### src/rtl/seek_seq_pkg.sv
// seek_seq_pkg: shared state encoding, fault codes and defaults for the seek sequencer.
package seek_seq_pkg;
  typedef enum logic [2:0] {IDLE, EVAL, SETUP, GO, WAIT_DROP, WAIT_RDY, FAULT} state_t;
  localparam logic [1:0] FC_NONE = 2'd0;
  localparam logic [1:0] FC_RANGE = 2'd1;
  localparam logic [1:0] FC_ACK_TO = 2'd2;
  localparam logic [1:0] FC_SEEK_TO = 2'd3;
  localparam int MAX_CYL_DEFAULT = 202;
endpackage

### src/rtl/seek_sequencer_timer.sv
// usec_timer: loadable 16-bit down-counter; expired rises the cycle after the count sits at zero.
module usec_timer (
  input  logic        clkenbl_1usec,
  input  logic        reset,
  input  logic        load,
  input  logic [15:0] load_val,
  output logic [15:0] value,
  output logic        expired
);
  always_ff @(posedge clkenbl_1usec or negedge reset)
    if (!reset) begin
      value <= '0;
      expired <= 1'b0;
    end else if (load) begin
      value <= load_val;
      expired <= 1'b0;
    end else begin
      expired <= value == '0;
      if (value != '0) value <= value - 1'b1;
    end
endmodule

### src/rtl/seek_sequencer.sv
// seek_sequencer: steps the emulated head to a target cylinder with 10/20-mil access strobes.
module seek_sequencer
  import seek_seq_pkg::*;
#(
  parameter int MAX_CYL = MAX_CYL_DEFAULT,
  parameter int SETUP_US = 2,
  parameter int GO_US = 2,
  parameter int ACK_TIMEOUT_US = 100,
  parameter int SEEK_TIMEOUT_US = 50000
) (
  input  logic       clkenbl_1usec,
  input  logic       reset,
  input  logic       start,
  input  logic [7:0] target_cyl,
  input  logic [7:0] cur_cyl,
  input  logic       access_rdy,
  input  logic       selected_ready,
  output logic       acc_go_l,
  output logic       acc_rev_l,
  output logic       ten_twenty_l,
  output logic       busy,
  output logic       done,
  output logic       fault,
  output logic [1:0] fault_code
);
  localparam logic [8:0] MAX_LIM = 9'(MAX_CYL);
  localparam logic [15:0] SETUP_LD = 16'(SETUP_US - 1);
  localparam logic [15:0] GO_LD = 16'(GO_US - 1);
  localparam logic [15:0] ACK_LD = 16'(ACK_TIMEOUT_US - 1);
  localparam logic [15:0] SEEK_LD = 16'(SEEK_TIMEOUT_US - 1);

  state_t state, nxt;
  logic [7:0] target;
  logic [8:0] diff, mag;
  logic [1:0] code;
  logic [15:0] load_val, count;
  logic accept, load, expired;

  assign diff = {1'b0, target} - {1'b0, cur_cyl};
  assign mag = diff[8] ? -diff : diff;
  assign accept = start && selected_ready && access_rdy && (state == IDLE || state == FAULT);
  assign load = nxt != state;

  // Intervals end while the count reads zero; timeouts wait for the sticky expiry one cycle later.
  always_comb begin
    nxt = state;
    code = FC_NONE;
    if (state != IDLE && state != FAULT && !selected_ready) begin
      nxt = FAULT;
      code = FC_SEEK_TO;
    end else
      case (state)
        IDLE, FAULT: nxt = accept ? EVAL : state;
        EVAL: begin
          nxt = {1'b0, target} > MAX_LIM ? FAULT : diff == '0 ? IDLE : SETUP;
          code = {1'b0, target} > MAX_LIM ? FC_RANGE : FC_NONE;
        end
        SETUP: nxt = count == '0 ? GO : SETUP;
        GO: nxt = count == '0 ? WAIT_DROP : GO;
        WAIT_DROP: begin
          nxt = !access_rdy ? WAIT_RDY : expired ? FAULT : WAIT_DROP;
          code = FC_ACK_TO;
        end
        WAIT_RDY: begin
          nxt = access_rdy ? EVAL : expired ? FAULT : WAIT_RDY;
          code = FC_SEEK_TO;
        end
        default: nxt = IDLE;
      endcase
  end

  always_comb
    load_val = nxt == SETUP ? SETUP_LD :
               nxt == GO ? GO_LD :
               nxt == WAIT_DROP ? ACK_LD :
               nxt == WAIT_RDY ? SEEK_LD : '0;

  usec_timer timer (
    .clkenbl_1usec(clkenbl_1usec),
    .reset(reset),
    .load(load),
    .load_val(load_val),
    .value(count),
    .expired(expired)
  );

  always_ff @(posedge clkenbl_1usec or negedge reset)
    if (!reset) begin
      state <= IDLE;
      target <= '0;
      acc_go_l <= 1'b1;
      acc_rev_l <= 1'b1;
      ten_twenty_l <= 1'b1;
      busy <= 1'b0;
      done <= 1'b0;
      fault <= 1'b0;
      fault_code <= FC_NONE;
    end else begin
      state <= nxt;
      acc_go_l <= nxt != GO;
      busy <= nxt != IDLE && nxt != FAULT;
      done <= state == EVAL && nxt == IDLE;
      if (accept) begin
        target <= target_cyl;
        fault <= 1'b0;
        fault_code <= FC_NONE;
      end
      if (state == EVAL && nxt == SETUP) begin
        acc_rev_l <= !diff[8];
        ten_twenty_l <= mag > 9'd1;
      end
      if (nxt == FAULT && state != FAULT) begin
        fault <= 1'b1;
        fault_code <= code;
      end
    end
endmodule
### config.mk
export PLATFORM = sky130hd
export DESIGN_NAME = seek_sequencer
export DESIGN_NICKNAME = d
export VERILOG_FILES = /design/src/rtl/seek_seq_pkg.sv /design/src/rtl/seek_sequencer_timer.sv /design/src/rtl/seek_sequencer.sv
export SDC_FILE = /design/constraint.sdc
export NUM_CORES = 1
export LEC_CHECK = 0
export ABC_CLOCK_PERIOD_IN_PS = 6400
export CAP_MARGIN = 20
export CORE_MARGIN = 5
export CORE_UTILIZATION = 45
export CTS_CLUSTER_SIZE = 14
export DETAILED_ROUTE_END_ITERATION = 6
export GPL_TIMING_DRIVEN = 0
export PLACE_DENSITY = 0.68
export SYNTH_ARGS = -nofsm -noshare
export SYNTH_HDL_FRONTEND = slang
export SYNTH_SLANG_ARGS = --single-unit
### constraint.sdc
create_clock -name clkenbl_1usec -period 6.4 [get_ports clkenbl_1usec]
set_clock_uncertainty 0.1 [all_clocks]
set_input_delay 0.96 -clock clkenbl_1usec [delete_from_list [all_inputs] [get_ports clkenbl_1usec]]
set_output_delay 0.96 -clock clkenbl_1usec [all_outputs]
set_load 0.01 [all_outputs]
==> results of run 1 <==
-- state kept, by name (all words and copies together) (netlist names) --
register	count
acc_go_l	1
timer.value	16
done	1
fault_code	2
fault	1
timer.expired	1
ten_twenty_l	1
acc_rev_l	1
busy	1
state	3
target	8
-- layer usage --
layer / share of wire / vias up
met5: 0 / -
met4: 0.014 / 0
met3: 0.056 / 6
met2: 0.44 / 48
met1: 0.49 / 974
li1: - / 1088
-- area by class of cell --
| cell class | instances | area [um^2] |
|---|---|---|
| fillers | 539 | 2500 |
| multi-input cells | 221 | 1500 |
| flip-flops and latches | 36 | 905 |
| repair buffers | 28 | 275 |
| well taps | 72 | 90.1 |
| clock buffers | 6 | 72.6 |
| inverters | 19 | 71.3 |
| plain buffers | 5 | 23.8 |
| clock inverters | 1 | 5.00 |
-- through the flow --
stage	total power, W	hold slack [ns]	utilization	instances	area [um^2]
5_1_grt	0.00181	0.430	0.540	388	2940
3_3_place_gp	0.00148	0.394	0.527	381	2870
3_5_place_dp	0.00149	0.395	0.526	381	2860
2_1_floorplan	0.00124	0.406	-	281	2500
6_report	0.00165	0.402	0.540	388	2940
4_1_cts	0.00166	0.405	0.540	388	2940
-- worst paths after layout --
path	start	cells after the start	slack, ns	end
max	cur_cyl[0]	12	2.50	fault_code[0]
max reg2reg	target[0]	12	3.20	fault_code[0]
min	ten_twenty_l	2	0.40	ten_twenty_l
min reg2reg	ten_twenty_l	2	0.40	ten_twenty_l
min in group asynchronous	reset	1	0.66	timer.value[13]
max in group asynchronous	reset	1	5.03	target[0]
-- cell usage in the layout (no fill, tap or decap), types with 5 or more instances in the layout --
| cell | instances |
|---|---|
| xor2_1 | 8 |
| clkdlybuf4s50_1 | 27 |
| clkbuf_8 | 5 |
| inv_1 | 19 |
| a31oi_1 | 7 |
| and3_1 | 5 |
| ha_1 | 12 |
| nand2_1 | 20 |
| or3_1 | 5 |
| nor2_1 | 32 |
| a21oi_1 | 20 |
| nor3_1 | 10 |
| xnor2_1 | 10 |
| o21ai_0 | 8 |
| mux2_2 | 7 |
| dfrtp_1 | 33 |
| nor4_1 | 7 |
| nand2b_1 | 8 |
-- kinds of logic (layout without fill, tap and decap cells) --
family	count (synthesis)	count (layout)	share of synthesized area
flip-flops	36	36	0.362
XOR/XNOR	18	18	0.0632
adder cells (fa/ha/maj)	13	13	0.0682
AO/OA/AOI/OAI	66	66	0.179
multiplexers	10	10	0.0436
AND/OR/NAND/NOR	114	114	0.245
buffers and inverters	24	59	0.0381
-- worst max-delay path, delay by kind of cell --
family | cells | cell delay [ns]
compound gates | 4 | 1.22
fa+ha+maj | 2 | 0.54
buf+inv | 2 | 0.52
simple gates | 3 | 0.50
mux | 1 | 0.24
-- power by group --
group | internal, W | total, W | switching, W
Sequential | 0.000323 | 0.000392 | 0.0000686
Clock | 0.0000740 | 0.000153 | 0.0000787
Combinational | 0.000478 | 0.00110 | 0.000625
==> results.md, run 1 <==
* Vias in the first global route at 1986
* Die W at between 80 and 90 um
* Die ar. at 0.00714 mm^2
* Slew Limit Fails at 0
* Final Critical Period at 3.90 ns
* Setup crit start kind: input pin
* Primary FF master, synth: dfrtp_1
* PnR worst setup slack at ~2.5 ns
* Syn avg cell area at 8.88 um^2
* Die height at 84.5 um
* Post-synth top cells: 33 x dfrtp_1, 32 x nor2_1, 20 x a21oi_1, 20 x nand2_1, 19 x inv_1
* Net count after synthesis at 315
* Clock buffer depth at 2
* Worst Tran Pin Value at 0.810 ns
* Clock insertion delay at the later pin of the skew report at slightly below 0.3 ns
* Syn Inst Count at 281
* Grt ovf at 0
* Vias per cell at 5.45
* PortBufs at 28
* Async SR Flop Fraction at 1.00
* Post-synth cell types at 58
* Critical path class: in2reg
* Area Growth Syn to Fin at 17.7%
* CP Capture Type: flip-flop
* Peak VDD IR at 0.000210 V
* Max-slew headroom at 0.460
* Crit-path max FO at 6
* Met1 usage at 0.211
* Flop and latch count out of synthesis at 36
* Final GP Congestion at 0.852
* Post-CTS Setup Inserts at 0
* GRT Total Usage at 0.157
* Drt first-iter violations at 89
* Gr busiest metal: met2
* Crit-path cells: clkdlybuf4s50_1 > ha_1 > inv_1 > fa_1 > a21o_1 > a221oi_1 > o21a_1 > nor2_1 > and4_1 > o21ai_2 > nand4_1 > mux2i_1
* Critical Path RT at 6.50 ns
* Via count at 2116
* Core ar. at 0.00544 mm^2
* Post-DP HPWL at ~4000 um
* DRC Markers at 0
* Number of synthesized flops with an enable pin at 0
* Global-route wire length before repair at 9270 um
* Clock-pin slew on the worst setup and hold paths at 0.07 ns
* Pwr/cell area at 561 mW/mm^2
* Largest net degree at the start of global routing at 37
* Critical-path top delay cell: clkdlybuf4s50_1
* Unrepaired setup endpoints after global routing: no
* Worst Hold Class: reg2reg
* Crit path DAT at 4.00 ns
* CTS Sinks at 36
* # IOs at 29
* Cts repair resizes at 0
* DRT Wirelength at 5320 um
* LEAKAGE at 1.31 nW
* Row count at 27
* Synth area leaders: dfrtp_1 33%, ha_1 6.0%, nor2_1 4.8%
* Met3 Use GR at 0.0412
* Antenna cells at 0
* Hold-fix buffers, CTS at 0
* Final nets at 350
* Max-cap violations at 0
* Fmax achieved at ~0.26 GHz
* Initial antenna violation count at 0
* CTS Buf Count at 5
* Max incr delay on CP at between 0.4 and 0.5 ns
* YS warnings at 0
* Clk root buf: clkbuf_8
* GR Util met2 at 0.251
* Area fraction of the dominant cell type after synthesis at 0.331
* Setup slack after placement at between 2 and 2.5 ns
* Status: complete, no violations
* Count leader, synth: dfrtp_1
* Seq/Total Area, Yosys at 0.362
* WL/cell at 13.7 um
* H-tree depth at 2
* Final setup violation count at 0
* Cell type with the largest total area after synthesis: dfrtp_1
* Share of cells above drive strength 1 at 0.0981
* First-pass DRT Iterations at 4
* Setup_tns at 0 ns
* Synth Cell Area at ~0.0025 mm^2
* Post-route ant nets at 0
* CTS tree: done
* Initial Util at 0.459
* Final Hold Vio Count at 0
* Final period utilization at 0.609
Power figures use the tool's default switching activity.
==> run 2: changes to the inputs <==
- ABC_CLOCK_PERIOD_IN_PS: 6400 -> 4000
- clock period: 6.4 -> 4 ns (I/O delays scaled with it)
==> results of run 2 <==
Same layout as run 1 (identical final DEF). Status: complete, no violations.
Main changes from that run: setup slack after placement 2.21 ns -> 0.170 ns; setup slack after layout 2.50 ns -> 0.464 ns; hold slack 0.402 ns -> 0.295 ns; register-to-register setup slack 3.20 ns -> 0.80 ns; total power 0.00165 W -> 0.00264 W; worst IR drop on VDD 0.000210 V -> 0.000335 V
==> run 3: changes to the inputs <==
- GPL_ROUTABILITY_DRIVEN: unset -> 0
==> results of run 3 <==
Same layout as run 1 (identical final DEF). Status: complete, no violations.
Main changes from that run: setup slack after placement 2.21 ns -> 0.170 ns; setup slack after layout 2.50 ns -> 0.464 ns; hold slack 0.402 ns -> 0.295 ns; register-to-register setup slack 3.20 ns -> 0.80 ns; total power 0.00165 W -> 0.00264 W; worst IR drop on VDD 0.000210 V -> 0.000335 V
==> RTL edit 1: new RTL, config.mk and constraints of run 2 <==
Re-encode `state_t` (7 states) as one-hot, 7 bits wide.
--- a/src/rtl/seek_seq_pkg.sv
+++ b/src/rtl/seek_seq_pkg.sv
@@ -2,3 +2,3 @@
 package seek_seq_pkg;
-  typedef enum logic [2:0] {IDLE, EVAL, SETUP, GO, WAIT_DROP, WAIT_RDY, FAULT} state_t;
+  typedef enum logic [6:0] {IDLE = 7'b0000001, EVAL = 7'b0000010, SETUP = 7'b0000100, GO = 7'b0001000, WAIT_DROP = 7'b0010000, WAIT_RDY = 7'b0100000, FAULT = 7'b1000000} state_t;
   localparam logic [1:0] FC_NONE = 2'd0;
Function: no difference found for any inputs over 10 cycles, from zero or initial values and one cycle with reset low; not proved beyond that.
==> RTL edit 1 against run 2 <==
Final cell count increased by 11%; sequential share of layout area is 0.20 points lower; sequential cell count up 4; area after synthesis increased by 13%; largest power group unchanged; cell area grew 12%; largest cell class unchanged; total power is 3.3% lower; setup slack worse by 0.23 ns; wire length rose by 20%; critical endpoint is now timer.value[0].
==> RTL edit 1: results (changes against run 2) <==
| Metric | Value |
|---|---|
| # placed instances | `418 (was 381)` |
| Fraction of layout cells with a size suffix above 1 | `12.4% (was 9.81%)` |
| R2R Setup Slk | `0.58 ns (was 0.80 ns)` |
| Status | `completed (unchanged)` |
| Top_reg_cell synth | `dfrtp_1 (unchanged)` |
| Met3 Resource Use GR | `3.13% (was 4.12%)` |
| Max_slew headroom | `40.0% (was 46.0%)` |
| Initial drt markers | `67 (was 89)` |
| H-tree levels | `2 (unchanged)` |
| Sw Share | `46.0% (was 46.9%)` |
| Peak VDD IR | `0.000348 V (was 0.000335 V)` |
| Sequential power | `0.642 mW (was 0.627 mW)` |
| Met2 Routed Length | `3.13 mm (was 2.34 mm)` |
| Routing usage on met2 | `29.7% (was 25.1%)` |
| Crit-path max FO | `8 (was 6)` |
| DR vias | `2439 (was 2116)` |
| First-pass GRT wire length | `11.0 mm (was 9.27 mm)` |
| Placed cell area | `3190 um^2 (was 2860 um^2)` |
| Port Buffers | `27 (was 28)` |
| Clock share of power | `10.2% (was 9.3%)` |
| Top cells by area, synth | `dfrtp_1, xnor2_1, ha_1, nand2_1, nor2_1 (was dfrtp_1, ha_1, nor2_1, a21oi_1, xnor2_1)` |
| Crit path largest cell delay | `0.51 ns (was 0.48 ns)` |
| Syn Nets | `349 (was 315)` |
| Count of cell types in the netlist | `55 (was 58)` |
| Post-synthesis compound-gate area fraction | `18.0% (was 17.9%)` |
| Met1 GRT Util | `23.0% (was 21.1%)` |
| Mux cell area share after synthesis | `5.40% (was 4.36%)` |
| Synth top cells by count | `dfrtp_1, nand2_1, nor2_1 (was dfrtp_1, nor2_1, a21oi_1, nand2_1, inv_1)` |
| CP arrival | `3.85 ns (was 3.64 ns)` |
| Drt total wl | `6.40 mm (was 5.32 mm)` |
| Reg2reg end | `timer.value[0] (was fault_code[0])` |
| Pin count of the biggest net entering global routing | `41 (was 37)` |
| HPWL after detailed placement | `4.92 mm (was 4.03 mm)` |
| Syn_area_per_cell | `8.94 um^2 (was 8.88 um^2)` |
| Met3 Routed Length | `240 um (was 297 um)` |
==> RTL edit 1: cell count changes in the layout (fill, tap and decap cells not counted), sizes merged, moves of 4 or more <==
| cell | change |
|---|---|
| xnor2 | +7 |
| a211oi | +4 |
| a31oi | -5 |
| nand2 | +13 |
| buf | +8 |
| inv | -4 |
| o211ai | +4 |
| o31ai | +6 |
| a21oi | -4 |
==> RTL edit 1: area by class of cell <==
class	count	area [um^2]
Clock inverter	1	5.00
Multi-Input combinational cell	250	1710
Tap cell	75	93.8
Fill cell	543	2740
Buffer	11	53.8
Sequential cell	40	1010
Clock buffer	7	76.3
Inverter	15	56.3
Timing Repair Buffer	30	288
==> RTL edit 1: per-stage QoR <==
step           setup WS, ns  hold WS (ns)  TNS (ns)  util (%)
2_1_floorplan         0.587         0.204         0         -
3_3_place_gp         -0.186         0.360     -1.55      52.9
3_5_place_dp         -0.220         0.366     -2.42      52.9
4_1_cts               0.104         0.358         0      54.2
5_1_grt              0.0466         0.400         0      54.6
6_report              0.238         0.332         0      54.6
==> RTL edit 2: new RTL, flow settings as in run 2 <==
Made on the original files. Set the parameter `SEEK_TIMEOUT_US` to 37500 (it was 50000).
--- a/src/rtl/seek_sequencer.sv
+++ b/src/rtl/seek_sequencer.sv
@@ -8,3 +8,3 @@
   parameter int ACK_TIMEOUT_US = 100,
-  parameter int SEEK_TIMEOUT_US = 50000
+  parameter int SEEK_TIMEOUT_US = 37500
 ) (
Formal check against the unedited RTL: same outputs for any inputs over 10 cycles, from zero or initial values and one cycle with reset low; that may be too few to reach the edited logic, so the function may still have changed.
==> RTL edit 2 against run 2 <==
Clock power grew 14%; wire length grew 16%; total power grew 5.3%; setup slack lost 0.12 ns; cell area grew 6.5%; first-iteration DRC count grew 49%; sequential cell count is the same; area after synthesis grew 7.2%; largest power group unchanged; highest routed layer unchanged.
==> RTL edit 2: results (changes against run 2) <==
| Metric | Value |
|---|---|
| Status | `completed (unchanged)` |
| Worst hold-check path type | `input pin to async pin (unchanged)` |
| GP Congestion | `0.879 (was 0.852)` |
| Worst Setup SP | `cur_cyl[0] (unchanged)` |
| # fillers | `580 (was 539)` |
| Pin count of the biggest net entering global routing | `37 (unchanged)` |
| Ys async rst share | `100% (unchanged)` |
| Clock Tree Buf Depth | `2 (unchanged)` |
| Syn Inst Count | `313 (was 281)` |
| Port Buffers | `27 (was 28)` |
| Nets | `381 (was 350)` |
| ANT cells | `0 (unchanged)` |
| Vias in the first global route | `2168 (was 1986)` |
| Clk_lat worst skew | `0.29 ns (about the same)` |
| Drt total wl | `6.19 mm (was 5.32 mm)` |
| Count of cell types in the netlist | `65 (was 58)` |
| Sequential-to-total area share from yosys stat | `33.8% (was 36.2%)` |
| Mux cell area share after synthesis | `1.92% (was 4.36%)` |
| HPWL after detailed placement | `4.60 mm (was 4.03 mm)` |
| Worst reg2reg path startpoint | `target[0] (unchanged)` |
| Fraction of layout cells with a size suffix above 1 | `10.6% (was 9.81%)` |
| Syn Nets | `347 (was 315)` |
| Clock Sinks | `36 (unchanged)` |
| Crit-path max FO | `5 (was 6)` |
| Peak VDD IR | `0.000357 V (was 0.000335 V)` |
| First-pass GRT wire length | `10.4 mm (was 9.27 mm)` |
| Post-synth top area cell | `dfrtp_1 (unchanged)` |
| # placed instances | `415 (was 381)` |
| Fraction of the mapped netlist area in adder cells | `6.36% (was 6.82%)` |
| CP arrival | `3.78 ns (was 3.64 ns)` |
| Initial drt markers | `133 (was 89)` |
| Synth top cells by count | `nand2_1, dfrtp_1, nor2_1 (was dfrtp_1, nor2_1, a21oi_1, nand2_1, inv_1)` |
| Place WS | `0.0654 ns (was 0.170 ns)` |
| Worst Max-Slew Pin Slew | `0.794 ns (was 0.810 ns)` |
| WL per Instance | `14.6 um (was 13.7 um)` |
| Top Registers | `timer.value: 16 flops, target: 8 flops, state: 3 flops (unchanged)` |
| LEAKAGE | `1.41 nW (was 1.31 nW)` |
| Post-DR vias/cell | `5.59 (was 5.45)` |
| Setup Fix Bufs, Post-CTS | `0 (unchanged)` |
| XOR/XNOR Fraction of Synth Area | `6.22% (was 6.32%)` |
| Post-synthesis compound-gate area fraction | `18.3% (was 17.9%)` |
| Top cells by area, synth | `dfrtp_1, nand2_1, ha_1, xor2_1, nor2_1 (was dfrtp_1, ha_1, nor2_1, a21oi_1, xnor2_1)` |
| GR Util All Layers | `17.3% (was 15.7%)` |
==> RTL edit 2: changes by cell type after synthesis, moves of 4 or more <==
cell and change:
nand3_1 +4, a31oi_1 +7, xnor2_1 -4, nor2_1 -4
nor3_1 -5, nand2_1 +25, nor2b_1 +4, xor2_1 +5
buf_2 +5, mux2_2 -7, a21oi_1 -8, nand2b_1 -4
==> RTL edit 2: report_power, final <==
part           internal (mW)  switching, mW
clock                  0.140          0.138
sequential             0.508          0.111
combinational          0.778           1.10
==> RTL edit 2: path summary, 6_finish.rpt <==
kind / end / slack [ns] / depth (start not counted)
max in group asynchronous: state[0] / 3.01 / 1
min reg2reg: fault / 0.39 / 1
min in group clkenbl_1usec: fault / 0.39 / 1
min: timer.value[10] / 0.29 / 1
max reg2reg: acc_rev_l / 0.62 / 11
max: acc_rev_l / 0.35 / 11
==> RTL edit 2: per-stage QoR <==
step	power, mW	instance area [um^2]	utilization [%]	hold WS (ns)
floorplan	2.06	2680	-	0.204
global placement	2.45	3040	52.0	0.365
detailed placement	2.49	3040	51.9	0.365
CTS	2.78	3130	53.5	0.323
global route	3.04	3130	53.5	0.369
finish	2.77	3130	53.5	0.287
==> RTL edit 2: cell type report <==
type | instances | area (um^2) | area share [%]
Inverter | 21 | 78.8 | 2.52
Clock inverter | 1 | 7.51 | 0.240
Buffer | 11 | 56.3 | 1.80
Clock buffer | 7 | 86.3 | 2.76
Sequential cell | 36 | 905 | 28.9
Tap cell | 75 | 93.8 | 3.00
Multi-Input combinational cell | 245 | 1640 | 52.3
Timing Repair Buffer | 27 | 265 | 8.48
==> RTL edit 2: metal layers <==
metal	global-route usage (%)	part of all wire, %	vias up
met5	0	0	-
met1	26.1	51	1120
li1	-	-	1185
met2	25.3	44	52
met3	2.93	4.0	6
met4	5.02	1.2	0
==> RTL edit 2: worst max-delay path: stages <==
cell and delay, ns:
clkdlybuf4s50_1 0.49, ha_1 0.15, inv_1 0.04, fa_1 0.41, a211oi_1 0.33, nor2_1 0.10, xor2_1 0.46, nor4b_4 0.13
a31oi_1 0.39, nor2b_1 0.31, mux2_1 0.35
==> RTL edit 2: kinds of logic (layout without fill, tap and decap cells) <==
family                     Yosys count  count (layout)
xor gates and xnor gates            19              19
DFF                                 36              36
buffers and inverters               32              67
adders and majority gates           13              13
AOI/OAI and AO/OA                   69              69
and+or+nand+nor                    139             139
muxes                                5               5
